`src/rtl/scan_pkg.sv`:
```
`default_nettype none
// ============================================================================
// Module  : scan_pkg
// Brief   : Shared state encoding and default sizing for the threshold scan.
// Revision: 1.0
// ============================================================================
package scan_pkg;

    localparam int c_code_w     = 12;
    localparam int c_cnt_w      = 32;
    localparam int c_settle_cyc = 500;
    localparam int c_dac_tmo    = 4096;

    typedef enum logic [3:0] {
        S_IDLE     = 4'd0,
        S_LOAD     = 4'd1,
        S_WAIT_DAC = 4'd2,
        S_SETTLE   = 4'd3,
        S_CLEAR    = 4'd4,
        S_GATE     = 4'd5,
        S_SAMPLE   = 4'd6,
        S_REPORT   = 4'd7,
        S_NEXT     = 4'd8
    } scan_state_e;

endpackage
`default_nettype wire

```
`src/rtl/scan_timer.sv`:
```
`default_nettype none
// ============================================================================
// Module  : scan_timer
// Brief   : Loadable down-counter with zero flag, shared by all timed phases.
// Revision: 1.0
// ============================================================================
module scan_timer #(
    parameter int WIDTH = 32
) (
    input  logic             clk,
    input  logic             rst_n,
    input  logic             i_load,
    input  logic [WIDTH-1:0] i_load_val,
    input  logic             i_en,
    output logic             o_zero
);

    logic [WIDTH-1:0] r_count;

    always_ff @(posedge clk or negedge rst_n) begin
        if (!rst_n) begin
            r_count <= '0;
        end else if (i_load) begin
            r_count <= i_load_val;
        end else if (i_en && (r_count != '0)) begin
            r_count <= r_count - 1'b1;
        end
    end

    assign o_zero = (r_count == '0);

endmodule
`default_nettype wire

```
`src/rtl/scan_sequencer.sv`:
```
`default_nettype none
// ============================================================================
// Module  : scan_sequencer
// Brief   : Steps the DAC code across a range, gating the counter per point
//           and handing (code, count) results out over valid/ready.
// Revision: 1.0
// ============================================================================
module scan_sequencer
    import scan_pkg::*;
#(
    parameter int CODE_W     = c_code_w,
    parameter int CNT_W      = c_cnt_w,
    parameter int SETTLE_CYC = c_settle_cyc,
    parameter int DAC_TMO    = c_dac_tmo
) (
    input  logic              clock50Mhz,
    input  logic              key_restart,
    input  logic [CODE_W-1:0] cfg_start,
    input  logic [CODE_W-1:0] cfg_stop,
    input  logic [CODE_W-1:0] cfg_step,
    input  logic [CNT_W-1:0]  cfg_window,
    input  logic              start,
    input  logic              abort,
    output logic [CODE_W-1:0] dac_code,
    output logic              dac_load,
    input  logic              dac_done,
    output logic              cnt_clear,
    output logic              cnt_gate,
    input  logic [CNT_W-1:0]  cnt_value,
    output logic              res_valid,
    input  logic              res_ready,
    output logic [CODE_W-1:0] res_code,
    output logic [CNT_W-1:0]  res_count,
    output logic              busy,
    output logic              done,
    output logic              err
);

    scan_state_e       r_state;
    logic [CODE_W-1:0] r_code;
    logic [CODE_W-1:0] r_stop;
    logic [CODE_W-1:0] r_step;
    logic [CNT_W-1:0]  r_window;
    logic              r_err;
    logic              r_done;
    logic              r_res_valid;
    logic [CODE_W-1:0] r_res_code;
    logic [CNT_W-1:0]  r_res_count;

    logic              w_tmr_load;
    logic [CNT_W-1:0]  w_tmr_val;
    logic              w_tmr_en;
    logic              w_tmr_zero;
    logic [CODE_W:0]   w_next;
    logic              w_next_ok;

    // One extra bit so a step past the top of the code range is seen as "beyond stop".
    assign w_next    = {1'b0, r_code} + {1'b0, r_step};
    assign w_next_ok = (w_next <= {1'b0, r_stop});

    always_comb begin
        w_tmr_load = 1'b0;
        w_tmr_val  = '0;
        w_tmr_en   = 1'b0;
        case (r_state)
            S_LOAD: begin
                w_tmr_load = 1'b1;
                w_tmr_val  = CNT_W'(DAC_TMO - 1);
            end
            S_WAIT_DAC: begin
                if (dac_done) begin
                    w_tmr_load = 1'b1;
                    w_tmr_val  = CNT_W'(SETTLE_CYC - 1);
                end else begin
                    w_tmr_en = 1'b1;
                end
            end
            S_SETTLE: w_tmr_en = 1'b1;
            S_CLEAR: begin
                w_tmr_load = 1'b1;
                w_tmr_val  = r_window - 1'b1;
            end
            S_GATE:   w_tmr_en = 1'b1;
            default:  w_tmr_en = 1'b0;
        endcase
    end

    scan_timer #(
        .WIDTH (CNT_W)
    ) u_timer (
        .clk        (clock50Mhz),
        .rst_n      (key_restart),
        .i_load     (w_tmr_load),
        .i_load_val (w_tmr_val),
        .i_en       (w_tmr_en),
        .o_zero     (w_tmr_zero)
    );

    always_ff @(posedge clock50Mhz or negedge key_restart) begin
        if (!key_restart) begin
            r_state     <= S_IDLE;
            r_code      <= '0;
            r_stop      <= '0;
            r_step      <= '0;
            r_window    <= '0;
            r_err       <= 1'b0;
            r_done      <= 1'b0;
            r_res_valid <= 1'b0;
            r_res_code  <= '0;
            r_res_count <= '0;
        end else begin
            r_done <= 1'b0;
            if (abort && (r_state != S_IDLE)) begin
                r_state     <= S_IDLE;
                r_res_valid <= 1'b0;
            end else begin
                case (r_state)
                    S_IDLE: begin
                        if (start && !abort) begin
                            r_stop   <= cfg_stop;
                            r_step   <= (cfg_step == '0) ? CODE_W'(1) : cfg_step;
                            r_window <= (cfg_window == '0) ? CNT_W'(1) : cfg_window;
                            if (cfg_start > cfg_stop) begin
                                r_err  <= 1'b1;
                                r_done <= 1'b1;
                            end else begin
                                r_err   <= 1'b0;
                                r_code  <= cfg_start;
                                r_state <= S_LOAD;
                            end
                        end
                    end
                    S_LOAD: r_state <= S_WAIT_DAC;
                    S_WAIT_DAC: begin
                        if (dac_done) begin
                            r_state <= S_SETTLE;
                        end else if (w_tmr_zero) begin
                            r_err   <= 1'b1;
                            r_state <= S_IDLE;
                        end
                    end
                    S_SETTLE: if (w_tmr_zero) r_state <= S_CLEAR;
                    S_CLEAR:  r_state <= S_GATE;
                    S_GATE:   if (w_tmr_zero) r_state <= S_SAMPLE;
                    S_SAMPLE: begin
                        r_res_code  <= r_code;
                        r_res_count <= cnt_value;
                        r_res_valid <= 1'b1;
                        r_state     <= S_REPORT;
                    end
                    S_REPORT: begin
                        if (res_ready) begin
                            r_res_valid <= 1'b0;
                            r_state     <= S_NEXT;
                        end
                    end
                    S_NEXT: begin
                        if (w_next_ok) begin
                            r_code  <= w_next[CODE_W-1:0];
                            r_state <= S_LOAD;
                        end else begin
                            r_done  <= 1'b1;
                            r_state <= S_IDLE;
                        end
                    end
                    default: r_state <= S_IDLE;
                endcase
            end
        end
    end

    assign dac_code  = r_code;
    assign dac_load  = (r_state == S_LOAD);
    assign cnt_clear = (r_state == S_CLEAR);
    assign cnt_gate  = (r_state == S_GATE);
    assign busy      = (r_state != S_IDLE);
    assign done      = r_done;
    assign err       = r_err;
    assign res_valid = r_res_valid;
    assign res_code  = r_res_code;
    assign res_count = r_res_count;

endmodule
`default_nettype wire

```
`config.mk`:
```
export PLATFORM = sky130hd
export DESIGN_NAME = scan_sequencer
export DESIGN_NICKNAME = d
export VERILOG_FILES = /design/src/rtl/scan_pkg.sv /design/src/rtl/scan_timer.sv /design/src/rtl/scan_sequencer.sv
export SDC_FILE = /design/constraint.sdc
export NUM_CORES = 1
export LEC_CHECK = 0
export CAP_MARGIN = 25
export CORE_ASPECT_RATIO = 0.6
export CORE_MARGIN = 2
export CORE_UTILIZATION = 35
export CTS_CLUSTER_DIAMETER = 200
export DETAILED_ROUTE_END_ITERATION = 8
export GPL_TIMING_DRIVEN = 0
export PLACE_DENSITY = 0.69
export SETUP_SLACK_MARGIN = 0.5
export SLEW_MARGIN = 5
export SYNTH_ARGS = -nofsm -noshare
export SYNTH_HDL_FRONTEND = slang
export SYNTH_SLANG_ARGS = --single-unit
export TNS_END_PERCENT = 100
```
`constraint.sdc`:
```
create_clock -name clock50Mhz -period 7.4 [get_ports clock50Mhz]
set_input_delay 1.11 -clock clock50Mhz [delete_from_list [all_inputs] [get_ports clock50Mhz]]
set_output_delay 1.11 -clock clock50Mhz [all_outputs]
set_load 0.005 [all_outputs]
```
==> out/qor.yml <==
drtPass1Iterations: 5
required_ns: 7.72
r2r_slack_ns: 3.00
pwr-share-seq_pct: 30.7
pwr_density_cell_nw_per_um2: 411
rr_endpoint: "dac_code[8]$_DFFE_PN0P_"
final_cell_mix: "166 x clkdlybuf4s50_1, 151 x dfrtp_1, 102 x mux2_2, 55 x nor2_1, 46 x inv_1"
async_flop_share_pct: 100
crit_type: "reg -> reg"
insertedDiodeCount: 0
area_growth_pct: 30.7
finalCriticalPeriod_ns: 4.40
final_common_cell: "clkdlybuf4s50_1"
ys_seq_area_share_pct: 43.1
yosys_most_used_dff: "dfrtp_1"
syn-cell-area_um2: 8760
drc: 0
fin_crit_sh_pct: 59.5
place_area_um2: 10900
clockPowerShare_pct: 18.4
die_w_um: 208
cp-start-kind: "flip-flop"
fin_util_pct: 46.9
fin_area_um2: 11400
cp-end-kind: "flip-flop"
netlist_instances: 855
io_pins: 169
hold_ws_ns: 0.483
netlist_top_cells_area: "dfrtp_1 43%, mux2_2 13%, ha_1 5.4%, xnor2_1 2.5%, nor2_1 2.4%"
clk_latency_ns: 0.44
leakage_nw: 4.86
yosysTopAreaCell: "dfrtp_1"
grt_pass1_vias: 7471
dieArea_um2: 26400
synth_top_cell_area_share_pct: 43.1
worst_hold_path.endpoint: "res_code[1]$_DFFE_PN0P_"
hold_viol_final: 0
rr_worst_depth: 14
post-cts-setup-buffers: 0
p_sw_mw: 1.98
first_iter_violations: 755
busiest_layer: "met1"
clock_path_buffers: 2
whs_path_depth: 2
antenna_found_initial: 0
ys_types: 73
cp.arrival_ns: 4.72
cts.sinks: 151
grt_pass1_wl_mm: 42.3
cts_made_buffers: 17
grt_util_met3_pct: 7.33
use_met2_pct: 28.0
worst_pin_slew_ns: 0.748
p_comb_share_pct: 50.9
max-vdd-ir-drop_uv: 175
hold_class: "reg -> reg"
dp_hpwl_mm: 20.6
num-nets-final: 1187
vias: 7665
max_freq_mhz: 227
path_clk_slew_ns: 0.07
cts-root-buf: "clkbuf_16"
grtUsageTotal_pct: 20.6
place.gp.congestion: 0.878
grtUsageMet1_pct: 31.0
antenna_left: 0
drv_slew: 0
switching_share_pct: 42.0
rsz0062_at_grt: "no"
viasPerCell: 5.57
maxCapViolations: 0
grt.overflow.total: 0
cts_tree: "done"
avgSynthCellArea_um2: 10.2
hp-start: "res_code[1]$_DFFE_PN0P_"
cts_hold_buf: 0
wl_mm: 26.9
internal-power_mw: 2.73
relSlewSlack_pct: 49.7
drive_above_1_share_pct: 15.5
grt_max_degree: 103
status: "finished clean"
synth_edf_count: 0
reg2reg_from: "dac_code[4]$_DFFE_PN0P_"
synth_nets: 1000
io_buffer_count: 167
cp_max_fo: 10
post_cts_resized: 0
cts_max_level: 4
ys_ff_latch: 151
rows: 44
dieHeight_um: 127
routedWlPerCell_um: 19.5
initial_utilization_pct: 35.9
clock_skew_ns: 0.0148
ys_warn_count: 0
core_um2: 24400
setup_viol: 0
through the flow:
step           power, mW  worst slack [ns]  setup TNS [ns]  instances
5_1_grt             5.04              2.85               0       1377
3_5_place_dp        3.79              3.16               0       1345
4_1_cts             4.68              3.11               0       1377
2_1_floorplan       2.90              3.67               0        855
6_report            4.71              3.00               0       1377
3_3_place_gp        3.71             -1.32         -196.77       1344
per-layer routing:
layer  routed length, um  up-vias  share of wire, %
met5                   0        -                 0
met4                 257        0              0.96
met3                2390       18               8.9
met2               10700      290                40
met1               13500     3799                50
li1                    -     3558                 -
how the worst max path moves through the flow:
stage	start	depth (start not counted)	end	slack, ns
floorplan	dac_code[4]$_DFFE_PN0P_	14	dac_code[11]$_DFFE_PN0P_	3.67
global placement	key_restart	1	res_count[13]$_DFFE_PN0P_	-1.32
detailed placement	dac_code[4]$_DFFE_PN0P_	14	dac_code[8]$_DFFE_PN0P_	3.16
CTS	dac_code[4]$_DFFE_PN0P_	14	dac_code[6]$_DFFE_PN0P_	3.11
global route	dac_code[0]$_DFFE_PN0P_	16	dac_code[8]$_DFFE_PN0P_	2.85
finish	dac_code[4]$_DFFE_PN0P_	14	dac_code[8]$_DFFE_PN0P_	3.00
worst max-delay path: stages (launching register included):
cell and delay (ns):
dfrtp_1 0.42, ha_1 0.40, a21o_1 0.22, a2111oi_0 0.61, a21oi_1 0.24, nor3_1 0.24, nor2_1 0.10, ha_1 0.31
a21o_1 0.11, a211oi_1 0.08, and2_1 0.16, a311o_1 0.37, a31oi_1 0.30, buf_2 0.35, mux2_2 0.37
cell usage after synthesis (4+ instances only):
cell type	instances
clkbuf_1	25
a41o_1	5
or3_1	9
nand3_1	10
nand2b_1	12
ha_1	38
dfrtp_1	151
o22a_1	5
a21oi_1	36
xnor2_1	25
o21ai_0	40
mux2_2	102
inv_1	46
o22ai_1	11
nand4_1	20
a21o_1	6
nor2b_1	5
xor2_1	15
nand2_1	43
and3_1	4
or4_1	8
or2_2	6
buf_2	4
nor2_1	55
o21a_1	15
a31oi_1	15
nor3_1	35
a211oi_1	6
nor4_1	28
sequential cells by signal (all words and copies together), names as in the netlist, 4 cells and up:
register / cells
u_timer.r_count: 32
res_count: 32
dac_code: 12
r_window: 32
r_stop: 12
r_step: 12
res_code: 12
r_state: 4
power by group through the flow:
| stage | sequential, mW | combinational, mW | clock, mW |
|---|---|---|---|
| final | 1.45 | 2.40 | 0.869 |
| after global routing | 1.49 | 2.63 | 0.923 |
| after CTS | 1.43 | 2.37 | 0.883 |
| after detailed placement | 1.45 | 2.35 | 0 |
| after global placement | 1.43 | 2.28 | 0 |
| after floorplan | 1.36 | 1.54 | 0 |
cell families after synthesis:
kind of cell | synth area share (%)
and+or+nand+nor | 16.1
AOI/OAI and AO/OA | 13.9
DFF | 43.1
muxes | 13.5
buffers and inverters | 3.78
xor gates and xnor gates | 4.00
adders and majority gates | 5.66
cell type report:
class	instances	area, um^2
Fill cell	2290	12900
Clock buffer	19	443
Clock inverter	13	136
Tap cell	322	403
Inverter	46	173
Buffer	34	159
Multi-Input combinational cell	624	4650
Sequential cell	151	3780
Timing Repair Buffer	168	1700
Power figures use the tool's default switching activity.
==> RTL edit 1, RTL diff (config.mk and constraints unchanged) <==
Register the outputs `cnt_clear` and `cnt_gate`, with the module's reset; this adds one clock of latency there. The other outputs are not delayed to match.
--- a/src/rtl/scan_sequencer.sv
+++ b/src/rtl/scan_sequencer.sv
@@ -171,8 +171,15 @@
 
     assign dac_code  = r_code;
     assign dac_load  = (r_state == S_LOAD);
-    assign cnt_clear = (r_state == S_CLEAR);
-    assign cnt_gate  = (r_state == S_GATE);
+    always_ff @(posedge clock50Mhz or negedge key_restart) begin
+        if (!key_restart) begin
+            cnt_clear <= '0;
+            cnt_gate  <= '0;
+        end else begin
+            cnt_clear <= (r_state == S_CLEAR);
+            cnt_gate  <= (r_state == S_GATE);
+        end
+    end
     assign busy      = (r_state != S_IDLE);
     assign done      = r_done;
     assign err       = r_err;
Behaviour: no difference found for any inputs over 10 cycles, from zero or initial values; that may be too few to reach the edited logic, so the function may still have changed.
==> RTL edit 1 against the unedited design <==
- setup slack lost 0.56 ns
- total power shrank 20%
- die area shrank 0.98%
- combinational power shrank 32%
- synthesized area shrank 1.0%
- non-clock buffer count grew 1
- worst hold slack lost 0.0014 ns
- first-iteration DRC count shrank 21%
- sequential cell count grew 2
- wire length shrank 5.3%
- fmax shrank 11%
- cell area shrank 0.64%
- count of clock-buffer cells in the layout shrank 1
- largest power group unchanged
- highest routed layer unchanged
==> RTL edit 1: results (changes against the unedited design) <==
metric	value	unit	change
status	completed		unchanged
setup_tns	0	ns	unchanged
postCtsSetupBuffers	0		unchanged
critPathArrivalTime	5.26	ns	was 4.72 ns
dr.first_iter.drc_count	594		was 755
layout_setup_ws	2.44	ns	was 3.00 ns
hpwl	19600	um	was 20600 um
cts_resized	0		unchanged
insertedDiodeCount	0		unchanged
yosysUniqueCellTypes	74		was 73
whs	0.481	ns	was 0.483 ns
async_flop_share	100	%	unchanged
synthTopCellsByArea	dfrtp_1, mux2_2, ha_1		unchanged
port_buffers	168		was 167
grt_usage	19.7	%	was 20.6%
first_global_vias	7414		was 7471
syn-num-nets	985		was 1000
cp_slowest_stage_delay	0.60	ns	
first_pass_iters	7		was 5
yosysSeqAreaShare	44.1	%	was 43.1%
tritoncts.num_buffers	17		unchanged
grt_pass1_wl	40800	um	was 42300 um
finClkSkew	0.0128	ns	was 0.0148 ns
clk_pin_slew	0.07	ns	about the same
leakagePower	0.00477	uW	was 0.00486 uW
crit_slowest_cell	or4_1		was a2111oi_0
fin_cells	1363		was 1377
antenna_found_initial	0		unchanged
pre_cts_slack	2.55	ns	was 3.16 ns
grt_start_max_net_pins	94		was 103
vias	7485		was 7665
yosys_warnings	0		unchanged
synth_common_cells	dfrtp_1, mux2_2, nor2_1		unchanged
yosys-mux-area-fraction	14.3	%	was 13.5%
hp-class	flop to flop		unchanged
synthXorXnorAreaFrac	3.13	%	was 4.00%
slew_headroom	31.1	%	was 49.7%
path_delay_family	compound AO/OA/AOI/OAI gates		unchanged
synth_fa_ha_area_share	5.71	%	was 5.66%
synth_compound_area_share	13.9	%	about the same
place_area	10800	um^2	was 10900 um^2
synth-main-ff-cell	dfrtp_1		unchanged
h-tree-depth	4		unchanged
avgSynthCellArea	10.3	um^2	was 10.2 um^2
clock_latency	0.43	ns	
dp.cells	1331		was 1345
drive_gt1_share	16.0	%	was 15.5%
cts_buffer_depth	2		unchanged
peakVddDrop	0.197	mV	was 0.175 mV
cts_root_buffer	clkbuf_16		unchanged
path_max_fanout	10		unchanged
gp_congestion	0.876		was 0.878
drc_errors	0		unchanged
nets	1173		was 1187
wire_per_inst	18.7	um	was 19.5 um
RTL edit 1: cell types whose count changed after synthesis, sizes merged, moves of 5 or more:
cell    delta
or3        +5
nand3      +6
o21ai     +11
o211ai     +5
mux2i      +6
o22ai      -5
nor2      +12
a41oi      +5
nor4       -7
xnor2      -7
nand4     -12
nand2b     -7
nor3      -10
RTL edit 1: metal layers:
layer | vias to the layer above | part of all wire (%) | global-route usage [%] | wire length (um)
met1 | 3690 | 48 | 28.7 | 12400
met4 | 0 | 1.2 | 5.38 | 318
met5 | - | 0 | 0 | 0
li1 | 3482 | - | - | -
met2 | 296 | 41 | 28.5 | 10500
met3 | 17 | 9.0 | 5.79 | 2300
RTL edit 1: final cells by class:
cell class                      count  area, um^2
Timing Repair Buffer              169        1710
Inverter                           48         180
Buffer                             34         155
Clock inverter                     14         154
Tap cell                          322         403
Fill cell                        2248       12900
Clock buffer                       18         429
Multi-Input combinational cell    605        4510
Sequential cell                   153        3830
RTL edit 1: final timing paths:
| path | startpoint | end | depth (start not counted) |
|---|---|---|---|
| max in group asynchronous | key_restart | res_count[20]$_DFFE_PN0P_ | 2 |
| hold / removal | r_stop[2]$_DFFE_PN0P_ | r_stop[2]$_DFFE_PN0P_ | 2 |
| setup reg to reg | dac_code[0]$_DFFE_PN0P_ | dac_code[6]$_DFFE_PN0P_ | 16 |
| setup / recovery | dac_code[0]$_DFFE_PN0P_ | dac_code[6]$_DFFE_PN0P_ | 16 |
| min in group asynchronous | key_restart | dac_code[9]$_DFFE_PN0P_ | 1 |
| hold reg to reg | r_stop[2]$_DFFE_PN0P_ | r_stop[2]$_DFFE_PN0P_ | 2 |
RTL edit 1: report_power, final:
part           internal (uW)  switching (uW)
clock                    480             399
combinational            767             860
sequential              1050             225
==> RTL edit 2, RTL diff (same settings) <==
Without the edit above. Set the package constant `c_cnt_w` to 36 (it was 32).
--- a/src/rtl/scan_pkg.sv
+++ b/src/rtl/scan_pkg.sv
@@ -7,7 +7,7 @@
 package scan_pkg;
 
     localparam int c_code_w     = 12;
-    localparam int c_cnt_w      = 32;
+    localparam int c_cnt_w      = 36;
     localparam int c_settle_cyc = 500;
     localparam int c_dac_tmo    = 4096;
 
Ports: changed (resized cfg_window, cnt_value and res_count); port bits go from 169 to 181. The function was not compared with the original's and may differ.
==> RTL edit 2 against the unedited design <==
- clock power up 0.8%
- cell area is 6.4% higher
- sequential power increased by 9.7%
- wire length increased by 8.2%
- setup slack got worse by 0.41 ns
- first-iteration DRC count grew 6.5%
- sequential cell count rose by 12
- via count up 9.6%
- synthesized area grew 6.3%
- total power rose by 8.8%
- core utilization decreased by 0.64 points
- critical endpoint is now dac_code[4]$_DFFE_PN0P_
- highest routed layer unchanged
==> RTL edit 2: results (changes against the unedited design) <==
metric	value	unit	change
place_area	11600	um^2	was 10900 um^2
yosys-mux-area-fraction	8.43	%	was 13.5%
slew_headroom	44.1	%	was 49.7%
syn-num-nets	1154		was 1000
hpwl	22700	um	was 20600 um
leakagePower	0.00531	uW	was 0.00486 uW
met2_usage	29.8	%	was 28.0%
grtUsageMet1	30.8	%	was 31.0%
use_met3	7.15	%	was 7.33%
grt_usage	21.1	%	was 20.6%
dr.first_iter.drc_count	804		was 755
gp_congestion	0.899		was 0.878
dp.cells	1542		was 1345
grt_start_max_net_pins	83		was 103
yosys_warnings	0		unchanged
synthTopCellsByArea	dfrtp_1, mux2_2, nand2_1		was dfrtp_1, mux2_2, ha_1
peakVddDrop	0.189	mV	was 0.175 mV
yosysSeqAreaShare	43.8	%	was 43.1%
r2r_cells	17		was 14
synth_common_cells	nand2_1, dfrtp_1, mux2_2		was dfrtp_1, mux2_2, nor2_1
synth_fa_ha_area_share	5.32	%	was 5.66%
status	completed		unchanged
port_buffers	180		was 167
finalCritPeriodShare	65.1	%	was 59.5%
grt_pass1_wl	45700	um	was 42300 um
synth_cells	1001		was 855
vias	8402		was 7665
wl_met1	14300	um	was 13500 um
timing.rr.start	dac_code[0]$_DFFE_PN0P_		was dac_code[4]$_DFFE_PN0P_
ff2ff_setup_slack	2.58	ns	was 3.00 ns
drive_gt1_share	10.6	%	was 15.5%
wire_per_inst	18.5	um	was 19.5 um
yosysUniqueCellTypes	75		was 73
wl_met2	11500	um	was 10700 um
synth_compound_area_share	13.2	%	was 13.9%
cp_slowest_stage_delay	0.46	ns	was 0.61 ns
first_global_vias	8211		was 7471
endpoint	dac_code[4]$_DFFE_PN0P_		was dac_code[8]$_DFFE_PN0P_
finClkSkew	0.0109	ns	was 0.0148 ns
nets	1354		was 1187
-- RTL edit 2: worst min path at each step --
stage | startpoint | to | slack [ns] | cells past startpoint
floorplan | r_step[10]$_DFFE_PN0P_ | r_step[10]$_DFFE_PN0P_ | 0.45 | 2
global placement | r_stop[8]$_DFFE_PN0P_ | r_stop[8]$_DFFE_PN0P_ | 0.46 | 2
detailed placement | r_stop[9]$_DFFE_PN0P_ | r_stop[9]$_DFFE_PN0P_ | 0.48 | 2
CTS | r_stop[9]$_DFFE_PN0P_ | r_stop[9]$_DFFE_PN0P_ | 0.49 | 2
global route | r_stop[5]$_DFFE_PN0P_ | r_stop[5]$_DFFE_PN0P_ | 0.51 | 2
finish | r_stop[11]$_DFFE_PN0P_ | r_stop[11]$_DFFE_PN0P_ | 0.49 | 2
-- RTL edit 2: power by group --
group	total (uW)	leakage (uW)	internal [uW]	switching, uW
combinational	2660	0.00296	1200	1460
clock	876	0.000278	488	387
sequential	1590	0.00208	1240	343
-- RTL edit 2: final cells by class --
cell class | instances | area (um^2) | share of cell area, %
Multi-Input combinational cell | 757 | 4920 | 40.4
Clock buffer | 20 | 457 | 3.75
Tap cell | 360 | 450 | 3.70
Sequential cell | 163 | 4080 | 33.5
Inverter | 43 | 161 | 1.33
Buffer | 38 | 154 | 1.26
Timing Repair Buffer | 181 | 1830 | 15.1
Clock inverter | 11 | 120 | 0.986
-- RTL edit 2: kinds of logic after synthesis --
| kind of cell | after synthesis |
|---|---|
| xor+xnor | 48 |
| flops | 163 |
| compound gates | 190 |
| buf+inv | 81 |
| mux | 70 |
| fa+ha+maj | 39 |
| simple gates | 410 |
